===== config.mk =====
export PLATFORM = sky130hd
export DESIGN_NAME = set_job_fifo
export DESIGN_NICKNAME = d
export VERILOG_FILES = /design/src/rtl/set_job_fifo.sv
export SDC_FILE = /design/constraint.sdc
export NUM_CORES = 1
export LEC_CHECK = 0
export CORE_ASPECT_RATIO = 1.75
export CORE_UTILIZATION = 52
export DETAILED_ROUTE_END_ITERATION = 8
export MAX_ROUTING_LAYER = met4
export PLACE_DENSITY_LB_ADDON = 0.1
export SYNTH_ARGS = -nofsm -noshare
export SYNTH_HDL_FRONTEND = slang
export SYNTH_SLANG_ARGS = --single-unit

===== constraint.sdc =====
create_clock -name clk_i -period 2.9 [get_ports clk_i]
set_clock_uncertainty 0.2 [all_clocks]
set_input_delay 0.58 -clock clk_i [delete_from_list [all_inputs] [get_ports clk_i]]
set_output_delay 0.58 -clock clk_i [all_outputs]
set_load 0.02 [all_outputs]

===== src/rtl/set_job_fifo.sv =====
// set_job_fifo: queue of (central, radius) job pairs feeding the SET engine.
// The host can load further jobs while the engine works on the presented head.
// The head entry is held in dedicated output registers so central_buf_o and
// r_buf_o come straight from flops. Status flags are also registered, so
// push_ready_o has no combinational path from pop_i.
module set_job_fifo #(
  parameter int CENTRAL_W = 24,
  parameter int RADIUS_W  = 12,
  parameter int DEPTH     = 4,
  parameter int CNT_W     = $clog2(DEPTH + 1)
) (
  input  logic                 clk_i,
  input  logic                 rst_i,
  input  logic                 clear_i,
  input  logic                 push_i,
  input  logic [CENTRAL_W-1:0] central_i,
  input  logic [RADIUS_W-1:0]  r_i,
  output logic                 push_ready_o,
  input  logic                 pop_i,
  output logic                 valid_o,
  output logic [CENTRAL_W-1:0] central_buf_o,
  output logic [RADIUS_W-1:0]  r_buf_o,
  output logic [CNT_W-1:0]     count_o,
  output logic                 full_o,
  output logic                 empty_o,
  output logic                 overflow_o
);

  localparam int PTR_W = $clog2(DEPTH);
  localparam logic [CNT_W-1:0] CNT_FULL = CNT_W'(DEPTH);
  localparam logic [CNT_W-1:0] CNT_ONE  = CNT_W'(1);

  // Storage for queued jobs; the slot at rd_ptr mirrors the head registers.
  logic [CENTRAL_W-1:0] mem_central [DEPTH];
  logic [RADIUS_W-1:0]  mem_r       [DEPTH];

  logic [PTR_W-1:0] wr_ptr, rd_ptr;
  logic [PTR_W-1:0] wr_ptr_next, rd_ptr_next;
  logic [CNT_W-1:0] count_next;
  logic [CNT_W-1:0] count_after_pop;
  logic             push_acc, pop_acc, push_drop;
  logic             valid_next;
  logic [CENTRAL_W-1:0] central_next;
  logic [RADIUS_W-1:0]  r_next;

  // Accept decisions depend only on registered state, never on the other request.
  assign push_acc  = push_i && (count_o != CNT_FULL);
  assign push_drop = push_i && (count_o == CNT_FULL);
  assign pop_acc   = pop_i && valid_o;

  // Next pointers, occupancy and head contents for the coming edge.
  always_comb begin
    // NOTE: combinational blocks use blocking '=' and give every output a
    // default first, so no path leaves a signal unassigned (no latch).
    wr_ptr_next     = wr_ptr;
    rd_ptr_next     = rd_ptr;
    count_after_pop = count_o;
    count_next      = count_o;
    valid_next      = valid_o;
    central_next    = central_buf_o;
    r_next          = r_buf_o;

    if (pop_acc) begin
      rd_ptr_next     = rd_ptr + PTR_W'(1);
      count_after_pop = count_o - CNT_ONE;
    end
    count_next = count_after_pop;
    if (push_acc) begin
      wr_ptr_next = wr_ptr + PTR_W'(1);
      count_next  = count_after_pop + CNT_ONE;
    end

    valid_next = (count_next != '0);
    if (count_next != '0) begin
      if (count_after_pop == '0) begin
        // The queue would otherwise be empty: the pushed job becomes the head.
        central_next = central_i;
        r_next       = r_i;
      end else begin
        central_next = mem_central[rd_ptr_next];
        r_next       = mem_r[rd_ptr_next];
      end
    end
    // When nothing remains, the head registers keep the last presented job.
  end

  // Job storage write port; contents are only meaningful between the pointers.
  always_ff @(posedge clk_i) begin
    // NOTE: the storage array has no reset; stale slots are never presented
    // because the pointers and count are reset, and leaving it unreset keeps
    // the array mappable to plain RAM/register files.
    if (push_acc && !rst_i && !clear_i) begin
      mem_central[wr_ptr] <= central_i;
      mem_r[wr_ptr]       <= r_i;
    end
  end

  // Control, head and status registers; reset and clear take priority.
  always_ff @(posedge clk_i) begin
    // NOTE: sequential state uses non-blocking '<=' so every flop samples
    // the pre-edge values regardless of statement order.
    if (rst_i || clear_i) begin
      wr_ptr        <= '0;
      rd_ptr        <= '0;
      count_o       <= '0;
      valid_o       <= 1'b0;
      central_buf_o <= '0;
      r_buf_o       <= '0;
      full_o        <= 1'b0;
      empty_o       <= 1'b1;
      push_ready_o  <= 1'b1;
      overflow_o    <= 1'b0;
    end else begin
      wr_ptr        <= wr_ptr_next;
      rd_ptr        <= rd_ptr_next;
      count_o       <= count_next;
      valid_o       <= valid_next;
      central_buf_o <= central_next;
      r_buf_o       <= r_next;
      full_o        <= (count_next == CNT_FULL);
      empty_o       <= (count_next == '0);
      push_ready_o  <= (count_next != CNT_FULL);
      if (push_drop) begin
        overflow_o <= 1'b1;
      end
    end
  end

endmodule


==> results of run 1 <==
[layout make-up]
type	count	area [sq um]
clock buffers	17	425
clock inverters	15	178
fillers	1280	5950
inverters	5	18.8
multi-input cells	351	3470
flip-flops and latches	192	5290
well taps	227	284
repair buffers	124	1330
[power by group]
group	switching, W	internal, W
registers	0.0000448	0.00301
clock network	0.00109	0.00130
logic	0.000422	0.000320
[routing by layer]
metal	routed length, um	track usage	share of wire	vias up
li1	-	-	-	2704
met1	8610	0.313	0.37	3197
met2	12700	0.489	0.55	261
met3	1300	0.0428	0.056	34
met4	464	0.114	0.020	0
met5	0	-	0	-
[cells in the final DEF (no fill, tap or decap), drive strengths merged, types with 2 or more instances in the layout]
cell type / count
edfxtp: 144
clkdlybuf4s50: 84
mux2i: 70
dfxtp: 48
nand2: 41
buf: 40
o211ai: 38
mux4: 38
a221oi: 36
a311oi: 36
a22oi: 35
clkbuf: 17
inv: 9
nor2: 7
and3: 7
ha: 6
clkinv: 6
xnor2: 5
a21oi: 4
clkinvlp: 3
a21boi: 2
and3b: 2
xor2: 2
nor3: 2
bufinv: 2
nand3: 2
and2: 2
a31oi: 2
[worst min path at each step]
stage	end	slack (ns)
after floorplan	wr_ptr[0]	0.27
after global placement	overflow_o	0.26
after detailed placement	overflow_o	0.27
after CTS	overflow_o	0.29
after global routing	overflow_o	0.32
final	overflow_o	0.28
[stage by stage]
step / TNS, ns / hold slack, ns / setup slack, ns / area, sq um / cells
after CTS: 0 / 0.289 / 0.100 / 11000 / 931
after global placement: -1.23 / 0.255 / -0.0902 / 10400 / 899
after floorplan: 0 / 0.266 / 0.0924 / 9030 / 609
after global routing: 0 / 0.321 / 0.0248 / 11000 / 931
final: 0 / 0.282 / 0.126 / 11000 / 931
after detailed placement: -2.79 / 0.271 / -0.215 / 10400 / 899
[flip-flops by register name, summed over array words and instances, names as in the netlist, 2 cells and up]
register and flops:
mem_central 96, mem_r 48, central_buf_o 24, r_buf_o 12
count_o 3, rd_ptr 2, wr_ptr 2
[worst register-to-register path, stage by stage (launching register included)]
cell and delay (ns):
dfxtp_1 0.34, clkinv_1 0.08, buf_4 0.17, ha_1 0.26, xnor2_1 0.22, a31oi_4 0.71, buf_12 0.27, o211ai_1 0.11
a311oi_1 0.32
[cell families (layout without fill, tap and decap cells)]
kind of cell,count (synthesis),in the layout,share of synthesized area
XOR/XNOR,7,7,0.00680
adder cells (fa/ha/maj),6,6,0.00832
multiplexers,109,109,0.174
buffers and inverters,66,161,0.0330
AO/OA/AOI/OAI,162,162,0.159
flip-flops,192,192,0.586
AND/OR/NAND/NOR,67,67,0.0333
==> summary.md, run 1 <==
| Metric | Value |
|---|---|
| Period utilization | 0.957 |
| Reg2reg end | central_buf_o[14] |
| # nets final | 738 |
| Peak Freq | 360 MHz |
| Avg Cell Area, Syn | 14.8 sq um |
| RSZ-0062 raised after global routing | false |
| Fraction of layout instances using a drive strength above 1 | 0.202 |
| CP required | 3.03 ns |
| RD Place Congestion | 0.764 |
| Port Buffers | 84 |
| Worst hold path type | reg2reg |
| Yosys reg bits | 192 |
| DIE AREA | 0.0179 sq mm |
| FF-to-FF setup slack | 0.13 ns |
| Post-synthesis cell count | 609 |
| Measured slew at the worst slew-check pin | 0.808 ns |
| Worst skew pair latency | 0.44 ns |
| Vias in the first global route | 6,740 |
| Top-area cell type share of the netlist area | 0.479 |
| CP Launch Point | count_o[0] |
| Yosys warns | 0 |
| Post-route DRC violation count | 0 |
| CTS resizes | 0 |
| Hold Crit Depth | 2 |
| Syn Std Cell Area | 0.00902 sq mm |
| Crit Path Category | reg2reg |
| DR vias/cell | 6.66 |
| Initial antenna violation count | 0 |
| Tmin final | 2.77 ns |
| Post-DRT Antenna Nets | 0 |
| Slowest cell delay on critical path | 0.71 ns |
| GRT overflow | 0 |
| Worst Path Max Fanout | 19 |
| Sequential area share after synthesis | 0.586 |
| CTS buffer count | 17 |
| First-pass GRT wire length | 35,800 um |
| Critical Path End | central_buf_o[14] |
| Status | completed |
| Worst path depth | 8 |
| Via count | 6,196 |
| Commonest cells post-synth | edfxtp_1, mux2i_1, dfxtp_1, nand2_1 |
| Synth async-reset ratio | 0 |
| Worst R2R Start | count_o[0] |
| Final hold vios | 0 |
| Setup Buffers After CTS | 0 |
| All-layer global routing usage | 0.279 |
| HPWL after detailed placement | 14,000 um |
| Drt total wl | 23,100 um |
| Total of max-cap violations | 0 |
| Routed len/inst | 24.8 um |
| Final setup viols | 0 |
| Crit path cell chain | clkinv_1 > buf_4 > ha_1 > xnor2_1 > a31oi_4 > buf_12 > o211ai_1 > a311oi_1 |
| Largest area contributor in the netlist | edfxtp_1 |
| ANT cells | 0 |
| Post-CTS Hold Buffers | 0 |
| # rows | 63 |
| Initial core utilization | 0.532 |
| Die Ht | 176 um |
| I/O pin cnt | 85 |
| Total power | 0.00618 W |
| Post-Syn Nets | 656 |
| # H-tree levels | 4 |
| Clock root buffer | clkbuf_16 |
| Die Wd | 102 um |
| Core Region | 0.0169 sq mm |
| Max Slew Vio Count | 0 |
| CTS tree | yes |
| Yosys cell types | 44 |
| Post-synth EDFFs | 144 |
| Clock Tree Buf Depth | 2 |
| Clock transition at path regs | 0.08 ns |
| Hold path startpoint | overflow_o |
| Most instantiated library cell after synthesis | edfxtp_1 |
| Leak | 3.34 nW |
| Area growth from synthesis to layout | 21.9% |
| Largest net degree at the start of global routing | 43 |
| Crit start category | flip-flop |
| PwrDens | 562 mW/mm^2 |
| CP max-delay cell | a31oi_4 |
| Max-slew headroom | 0.461 |
| Area contributors post-synth | edfxtp_1, dfxtp_1, mux4_2, mux2i_1, a221oi_1 |
| Initial DRC Count | 430 |
| Clock Sinks | 192 |
| Buf/Inv on CP | 3 |
| 1st-pass router iterations | 4 |
| Finished Core Util | 0.649 |
| Crit path max-delay family | compound AO/OA/AOI/OAI gates |
| R2r worst-path depth | 8 |
| Critical path capture point type | flip-flop |
| Maximum VDD drop | 0.401 mV |
| Primary FF master, synth | edfxtp_1 |
| Critical Path AT | 2.90 ns |
Power figures use the tool's default switching activity.
==> run 2, diff against run 1 <==
CORE_UTILIZATION = 60   (was 52)
clock period = 3.2 ns   (was 2.9 ns; I/O delays follow)
==> run 2 against run 1 <==
  * Fmax shrank 2.8%
  * Core utilization grew 7.8 points
  * Clock-buffer cell count grew 2
  * Combinational power shrank 14%
  * First-iteration DRC count grew 11%
  * Global-route usage grew 2.8 points
  * Worst setup slack gained 0.22 ns
  * Critical path type unchanged
  * Largest power group unchanged
  * Highest routed layer unchanged
==> summary.md, run 2 (same netlist as run 1, synthesis figures left out) <==
| Metric | Value |
|---|---|
| Post-DRT Antenna Nets | 0 (unchanged) |
| Clock transition at path regs | 0.08 ns (about the same) |
| Final setup viols | 0 (unchanged) |
| I/O pin cnt | 85 (unchanged) |
| Leak | 3.24 nW (-3.0%) |
| GRT overflow | 0 (unchanged) |
| RSZ-0062 raised after global routing | false |
| Finished Core Util | 0.727 (+0.0780) |
| Measured slew at the worst slew-check pin | 0.684 ns (-0.124 ns) |
| Worst hold path type | reg2reg |
| RD Place Congestion | 0.857 (+12%) |
| Initial antenna violation count | 0 (unchanged) |
| Port Buffers | 84 (unchanged) |
| Final instance area | 0.0107 sq mm (-2.4%) |
| Cell-internal power | 0.00402 W (-13%) |
| Hold Crit Depth | 2 (unchanged) |
| Post-CTS Hold Buffers | 0 (unchanged) |
| Tmin final | 2.86 ns (+0.0813 ns) |
| Largest net degree at the start of global routing | 37 (-14%) |
| Combinational Power Share | 0.120 (about the same) |
| Critical Path AT | 2.98 ns (+0.08 ns) |
| Slowest cell delay on critical path | 0.40 ns (-0.31 ns) |
| Crit Path Category | reg2reg |
| Core Region | 0.0148 sq mm (-13%) |
| Die Ht | 164 um (-6.8%) |
| Number of flip-flops under the largest register name | 96 (unchanged) |
| Final hold vios | 0 (unchanged) |
| Total of max-cap violations | 0 (unchanged) |
| Drt total wl | 21,700 um (-5.8%) |
| Peak Freq | 350 MHz (-2.8%) |
| Top Registers | mem_central (96), mem_r (48), central_buf_o (24) |
| Total power | 0.00535 W (-14%) |
| CTS tree | yes |
| # H-tree levels | 4 (unchanged) |
| ANT cells | 0 (unchanged) |
| Switching share of power | 0.249 (-0.00226) |
| Commonest non-fill, non-tap cell in the layout | edfxtp_1 |
| Worst skew pair latency | 0.42 ns (-0.02 ns) |
| Routed len/inst | 24.7 um (-0.30%) |
| Fraction of layout instances using a drive strength above 1 | 0.189 (-0.0123) |
| Most flop-heavy register | mem_central |
| Via count | 6,118 (-1.3%) |
| # rows | 59 (-6.3%) |
| Status | completed |
| CP required | 3.32 ns (+0.29 ns) |
| Period utilization | 0.892 (-0.0643) |
| NetSw | 0.00133 W (-14%) |
| Crit start category | flip-flop |
| Area growth from synthesis to layout | 19.0% |
| All-layer global routing usage | 0.307 (+0.0277) |
| Initial DRC Count | 476 (+11%) |
| Clock Sinks | 192 (unchanged) |
| CP max-delay cell | xnor2_1 |
| DR vias/cell | 6.95 (+4.5%) |
| First-pass GRT wire length | 34,300 um (-4.1%) |
| R2r worst-path depth | 8 (unchanged) |
| Setup Buffers After CTS | 0 (unchanged) |
| Most frequent cells in the layout | edfxtp_1, clkdlybuf4s50_1, mux2i_1 |
| Die Wd | 94.7 um (-6.8%) |
| Max Slew Vio Count | 0 (unchanged) |
| Vias in the first global route | 6,407 (-4.9%) |
| DIE AREA | 0.0156 sq mm (-13%) |
| 1st-pass router iterations | 5 (+1) |
| Seq pwr share | 0.519 (+0.025) |
| Clock Tree Buf Depth | 2 (unchanged) |
| Dpl cell area | 0.0102 sq mm (-1.9%) |
| Clock power share | 0.362 (-0.024) |
| Critical path capture point type | flip-flop |
| PwrDens | 498 mW/mm^2 (-11%) |
| HPWL after detailed placement | 13,100 um (-6.4%) |
| Post-route DRC violation count | 0 (unchanged) |
| CTS resizes | 0 (unchanged) |
| # nets final | 731 (-0.95%) |
| CTS buffer count | 17 (unchanged) |
| Maximum VDD drop | 0.360 mV (-10%) |
| Setup TNS | 0 ns (unchanged) |
| Worst Path Max Fanout | 26 (+7) |
| Initial core utilization | 0.611 (+0.0787) |
| Most used cell, CP | buf_4 |
| Crit path cell chain | buf_4 > clkinv_1 > ha_1 > xnor2_1 > nand3_1 > a22o_2 > buf_4 > a311oi_1 |
| Max-slew headroom | 0.544 (+0.0829) |
| Clock root buffer | clkbuf_16 |
-- run 2: through the flow --
stage | setup WS (ns) | std cells | hold WS, ns
after floorplan | 0.0681 | 609 | 0.266
after global placement | 0.438 | 848 | 0.251
after detailed placement | 0.331 | 848 | 0.274
after CTS | 0.387 | 880 | 0.294
after global routing | 0.137 | 880 | 0.325
final | 0.344 | 880 | 0.281
-- run 2: layout make-up --
cell class / count / area [sq um]
tap: 183 / 229
multi-input combinational: 351 / 3470
sequential: 192 / 5290
inverter: 5 / 18.8
timing repair buffer: 117 / 1190
fill: 985 / 4030
clock inverter: 13 / 106
clock buffer: 19 / 433
-- run 2: routing by layer --
metal  GRT usage  vias up  part of all wire
met5           -        -                 0
met4       0.120        0             0.027
met3      0.0463       49             0.057
met2       0.526      257              0.54
met1       0.359     3128              0.37
li1            -     2684                 -
-- run 2: worst max-delay path, delay by kind of cell, from the launching register on --
kind,cells,cell delay [ns]
buf+inv,3,0.68
compound gates,2,0.56
xor+xnor,1,0.40
fa+ha+maj,1,0.36
flops,1,0.32
simple gates,1,0.24
-- run 2: power groups by stage --
stage / registers (W) / clock network, W / logic [W]
after floorplan: 0.00286 / 0 / 0.000331
after global placement: 0.00282 / 0 / 0.000620
after detailed placement: 0.00283 / 0 / 0.000636
after CTS: 0.00277 / 0.00195 / 0.000639
after global routing: 0.00278 / 0.00205 / 0.000686
final: 0.00277 / 0.00193 / 0.000641
-- run 2: final timing paths --
kind	from	to	slack, ns
max	count_o[0]	central_buf_o[4]	0.34
min	overflow_o	overflow_o	0.28
max reg2reg	count_o[0]	central_buf_o[4]	0.34
min reg2reg	overflow_o	overflow_o	0.28
==> RTL edit 1: new RTL, flow settings as in run 1 <==
`RADIUS_W`: 12 -> 14.
--- a/src/rtl/set_job_fifo.sv
+++ b/src/rtl/set_job_fifo.sv
@@ -7,3 +7,3 @@
   parameter int CENTRAL_W = 24,
-  parameter int RADIUS_W  = 12,
+  parameter int RADIUS_W  = 14,
   parameter int DEPTH     = 4,
Ports: changed (resized r_buf_o and r_i); port bits go from 85 to 89. The function was not compared with the original's and may differ.
==> RTL edit 1 against run 1 <==
First-iteration DRC count decreased by 6.3%. Final cell count is 4.1% higher. Sequential power rose by 6%. Synthesized area is 7.4% higher. Critical path type is now flop to output port. Clock power up 5%. Largest power group unchanged. Setup slack better by 0.13 ns. Wire length grew 3.7%. Sequential cell count increased by 10. Total power grew 5.8%. Critical path depth is 7 lower. Final area up 5.8%.
==> RTL edit 1: results (changes against run 1) <==
metric	value	unit	change
status	finished, final reports clean		unchanged
via count	6326		was 6196
Largest stage delay, worst path	0.75	ns	was 0.71 ns
Placed Instances	935		was 899
Leak Pwr	0.00351	uW	was 0.00334 uW
pin count of the biggest net entering global routing	41		was 43
Post-Syn Area per Cell	15.2	um^2	was 14.8 um^2
Seq/Total Area, Yosys	57.4	%	was 58.6%
non-filler cells, final	969		was 931
Worst-path clk slew	0.06	ns	was 0.08 ns
number of buffers created by CTS	19		was 17
largest registers	mem_central x96, mem_r x56, central_buf_o x24		was mem_central x96, mem_r x48, central_buf_o x24
Worst setup startpoint	count_o[2]		was count_o[0]
share of cells above drive strength 1	22.2	%	was 20.2%
Critical Path AT	1.87	ns	was 2.90 ns
vias in the first global route	6816		was 6740
hold path startpoint	wr_ptr[1]		was overflow_o
first-pass GRT wire length	37200	um	was 35800 um
Layout Nets	771		was 738
Clock Latency Late Sink	0.49	ns	was 0.44 ns
DP Wirelength	15200	um	was 14000 um
number of flops mapped to enable cells by yosys	152		was 144
CP top delay family	buffers and inverters		was compound AO/OA/AOI/OAI gates
leading cell types by count after synthesis	edfxtp_1, mux2i_1, dfxtp_1		unchanged
Slowest cell on crit path	clkdlybuf4s50_1		was a31oi_4
clock tree buffer depth	3		was 2
main area contributors after synthesis	edfxtp_1, dfxtp_1, mux4_2, mux2i_1, a221oi_2		was edfxtp_1, dfxtp_1, mux4_2, mux2i_1, a221oi_1
## RTL edit 1: cell count changes after synthesis, sizes merged, moves of 2 or more
cell,run 1,this run
a22oi,35,37
mux2i,70,74
buf,24,42
o211ai,38,40
a311oi,36,38
mux4,38,40
a221oi,36,38
nand2,41,43
dfxtp,48,50
edfxtp,144,152
clkbuf,37,23
## RTL edit 1: routing by layer
| layer | global-route usage [%] | up-vias | routed length, um |
|---|---|---|---|
| li1 | - | 2822 | - |
| met1 | 28.7 | 3252 | 8890 |
| met2 | 48.3 | 197 | 13300 |
| met3 | 3.00 | 55 | 1060 |
| met4 | 9.69 | 0 | 702 |
| met5 | - | - | 0 |
## RTL edit 1: cells by family (layout without fill, tap and decap cells)
family | after synthesis | after routing | synth area share [%]
DFF | 202 | 202 | 57.4
AOI/OAI and AO/OA | 170 | 170 | 17.0
muxes | 115 | 115 | 17.1
buffers and inverters | 70 | 166 | 3.93
and+or+nand+nor | 69 | 69 | 3.18
xor gates and xnor gates | 7 | 7 | 0.633
adders and majority gates | 6 | 6 | 0.775
## RTL edit 1: final timing paths
kind,slack (ns),depth (start not counted),endpoint
setup / recovery,0.25,1,count_o[2]
hold / removal,0.30,2,wr_ptr[1]
setup reg to reg,0.31,7,r_buf_o[2]
hold reg to reg,0.30,2,wr_ptr[1]
## RTL edit 1: area by class of cell
type / count / share of cell area, %
clock buffer: 31 / 4.82
timing repair buffer: 127 / 11.5
inverter: 5 / 0.161
sequential: 202 / 47.9
multi-input combinational: 367 / 32.6
clock inverter: 3 / 0.591
tap: 234 / 2.52
## RTL edit 1: power by group through the flow
stage                     clock, uW  combinational, uW  sequential, uW
after global routing           2670                857            3230
after floorplan                   0                430            3330
after CTS                      2560                808            3230
final                          2510                803            3230
after global placement            0                787            3280
after detailed placement          0                806            3290
==> RTL edit 2: new RTL, flow settings as in run 1 <==
Without the edit above. Register the output `count_o` once more, without a reset; this adds one clock of latency there. The other outputs are not delayed to match.
--- a/src/rtl/set_job_fifo.sv
+++ b/src/rtl/set_job_fifo.sv
@@ -32,2 +32,4 @@
 
+  logic [CNT_W-1:0] count_s0;
+
   // Storage for queued jobs; the slot at rd_ptr mirrors the head registers.
@@ -46,4 +48,4 @@
   // Accept decisions depend only on registered state, never on the other request.
-  assign push_acc  = push_i && (count_o != CNT_FULL);
-  assign push_drop = push_i && (count_o == CNT_FULL);
+  assign push_acc  = push_i && (count_s0 != CNT_FULL);
+  assign push_drop = push_i && (count_s0 == CNT_FULL);
   assign pop_acc   = pop_i && valid_o;
@@ -56,4 +58,4 @@
     rd_ptr_next     = rd_ptr;
-    count_after_pop = count_o;
-    count_next      = count_o;
+    count_after_pop = count_s0;
+    count_next      = count_s0;
     valid_next      = valid_o;
@@ -64,3 +66,3 @@
       rd_ptr_next     = rd_ptr + PTR_W'(1);
-      count_after_pop = count_o - CNT_ONE;
+      count_after_pop = count_s0 - CNT_ONE;
     end
@@ -104,3 +106,3 @@
       rd_ptr        <= '0;
-      count_o       <= '0;
+      count_s0      <= '0;
       valid_o       <= 1'b0;
@@ -115,3 +117,3 @@
       rd_ptr        <= rd_ptr_next;
-      count_o       <= count_next;
+      count_s0      <= count_next;
       valid_o       <= valid_next;
@@ -128,2 +130,6 @@
 
+  always_ff @(posedge clk_i) begin
+    count_o <= count_s0;
+  end
+
 endmodule
Check against the original RTL: not equivalent (a bounded check fails within 4 cycles, from zero or initial values).
==> RTL edit 2 against run 1 <==
Wire length down 1.8%. Sequential power increased by 1%. Setup slack better by 0.069 ns. Count of clock-buffer cells in the layout increased by 4. First-iteration DRC count shrank 3.3%. Via count is 0.63% lower. Final area about the same. Sequential cell count is 3 higher. Fmax increased by 2.6%. Synthesized area up 0.73%. Total power down 2.0%. Largest cell class unchanged.
==> RTL edit 2: results (changes against run 1) <==
metric	value	unit	change
status	finished, final reports clean		unchanged
hold_ws	0.268	ns	was 0.282 ns
syn_nets	659		was 656
synth warn	0		unchanged
Layout Nets	741		was 738
wirelength, routed	22600	um	was 23100 um
Leak Pwr	0.00335	uW	was 0.00334 uW
Seq/Total Area, Yosys	58.8	%	was 58.6%
Root Buffer Master	clkbuf_16		unchanged
DRT iter0 DRCs	416		was 430
first-pass GRT wire length	35900	um	was 35800 um
vias in the first global route	6515		was 6740
worst reg2reg setup slack	0.20	ns	was 0.13 ns
clock tree buffer depth	2		unchanged
DP Wirelength	13900	um	was 14000 um
number of flops mapped to enable cells by yosys	144		unchanged
Cells after Synth	612		was 609
non-filler cells, final	934		was 931
leading cell types by count after synthesis	edfxtp_1, mux2i_1, dfxtp_1		unchanged
vias per std cell	6.59		was 6.66
main area contributors after synthesis	edfxtp_1, dfxtp_1, mux4_2, mux2i_1, a221oi_1		unchanged
pin count of the biggest net entering global routing	44		was 43
Port-buffer cells	84		unchanged
Post-synth top flop	edfxtp_1		unchanged
Max-slew headroom	16.9	%	was 46.1%
Placed Instances	902		was 899
Worst-path clk slew	0.07	ns	
HP Class	flop to flop		unchanged
Critical Path AT	2.83	ns	was 2.90 ns
Fill cells	1307		was 1280
Critical Path Fanout Max	24		was 19
CTS resizes	0		unchanged
Peak supply drop	0.601	mV	was 0.401 mV
Total GRT Usage	28.0	%	was 27.9%
share of cells above drive strength 1	19.7	%	was 20.2%
post-synthesis cell type count	44		unchanged
number of buffers created by CTS	17		unchanged
Final Wtd Congestion	0.775		was 0.764
H-tree Lvls	4		unchanged
postcts setup bufs	0		unchanged
TritonRoute pass-1 iters	7		was 4
Async S/R FF share, synth	0	%	unchanged
## RTL edit 2: cell type report
| type | instances | area [um^2] | share of cell area, % |
|---|---|---|---|
| clock buffers | 21 | 482 | 4.38 |
| inverters | 5 | 18.8 | 0.170 |
| multi-input cells | 351 | 3470 | 31.5 |
| clock inverters | 11 | 76.3 | 0.693 |
| well taps | 227 | 284 | 2.58 |
| repair buffers | 124 | 1330 | 12.1 |
| flip-flops and latches | 195 | 5350 | 48.6 |
## RTL edit 2: per-layer routing
layer	track usage, %	vias up	wire (um)
li1	-	2705	-
met1	32.7	3186	8680
met2	48.4	223	12400
met3	4.15	43	1060
met4	10.8	0	490
met5	-	-	0
## RTL edit 2: worst max-delay path, cell delays in order, from the launching register on
cell	delay (ns)
dfxtp_1	0.33
clkinv_1	0.23
ha_1	0.36
nor2b_1	0.15
o211ai_1	0.46
buf_4	0.41
a221oi_1	0.13
a311oi_1	0.32
## RTL edit 2: per-stage QoR
step	worst slack, ns	cell area [um^2]
after floorplan	0.264	9090
after global placement	0.128	10500
after detailed placement	0.0828	10500
after CTS	0.190	11000
after global routing	0.0342	11000
final	0.195	11000
## RTL edit 2: kinds of logic after synthesis
kind of cell	synth area share [%]
xor+xnor	0.675
compound gates	15.8
simple gates	3.30
fa+ha+maj	0.826
buf+inv	3.35
flops	58.8
mux	17.2
## RTL edit 2: report_power, final
part	leakage, uW	switching, uW	internal, uW
Combinational	0.00136	419	324
Sequential	0.00172	44.5	3060
Clock	0.000270	1020	1190
## RTL edit 2: path summary, 6_finish.rpt
| kind | start | end | cells after the start |
|---|---|---|---|
| worst min-delay path | count_s0[1] | count_o[1] | 0 |
| worst max register to register | count_s0[0] | central_buf_o[12] | 7 |
| worst min register to register | count_s0[1] | count_o[1] | 0 |
| worst max-delay path | count_s0[0] | central_buf_o[12] | 7 |
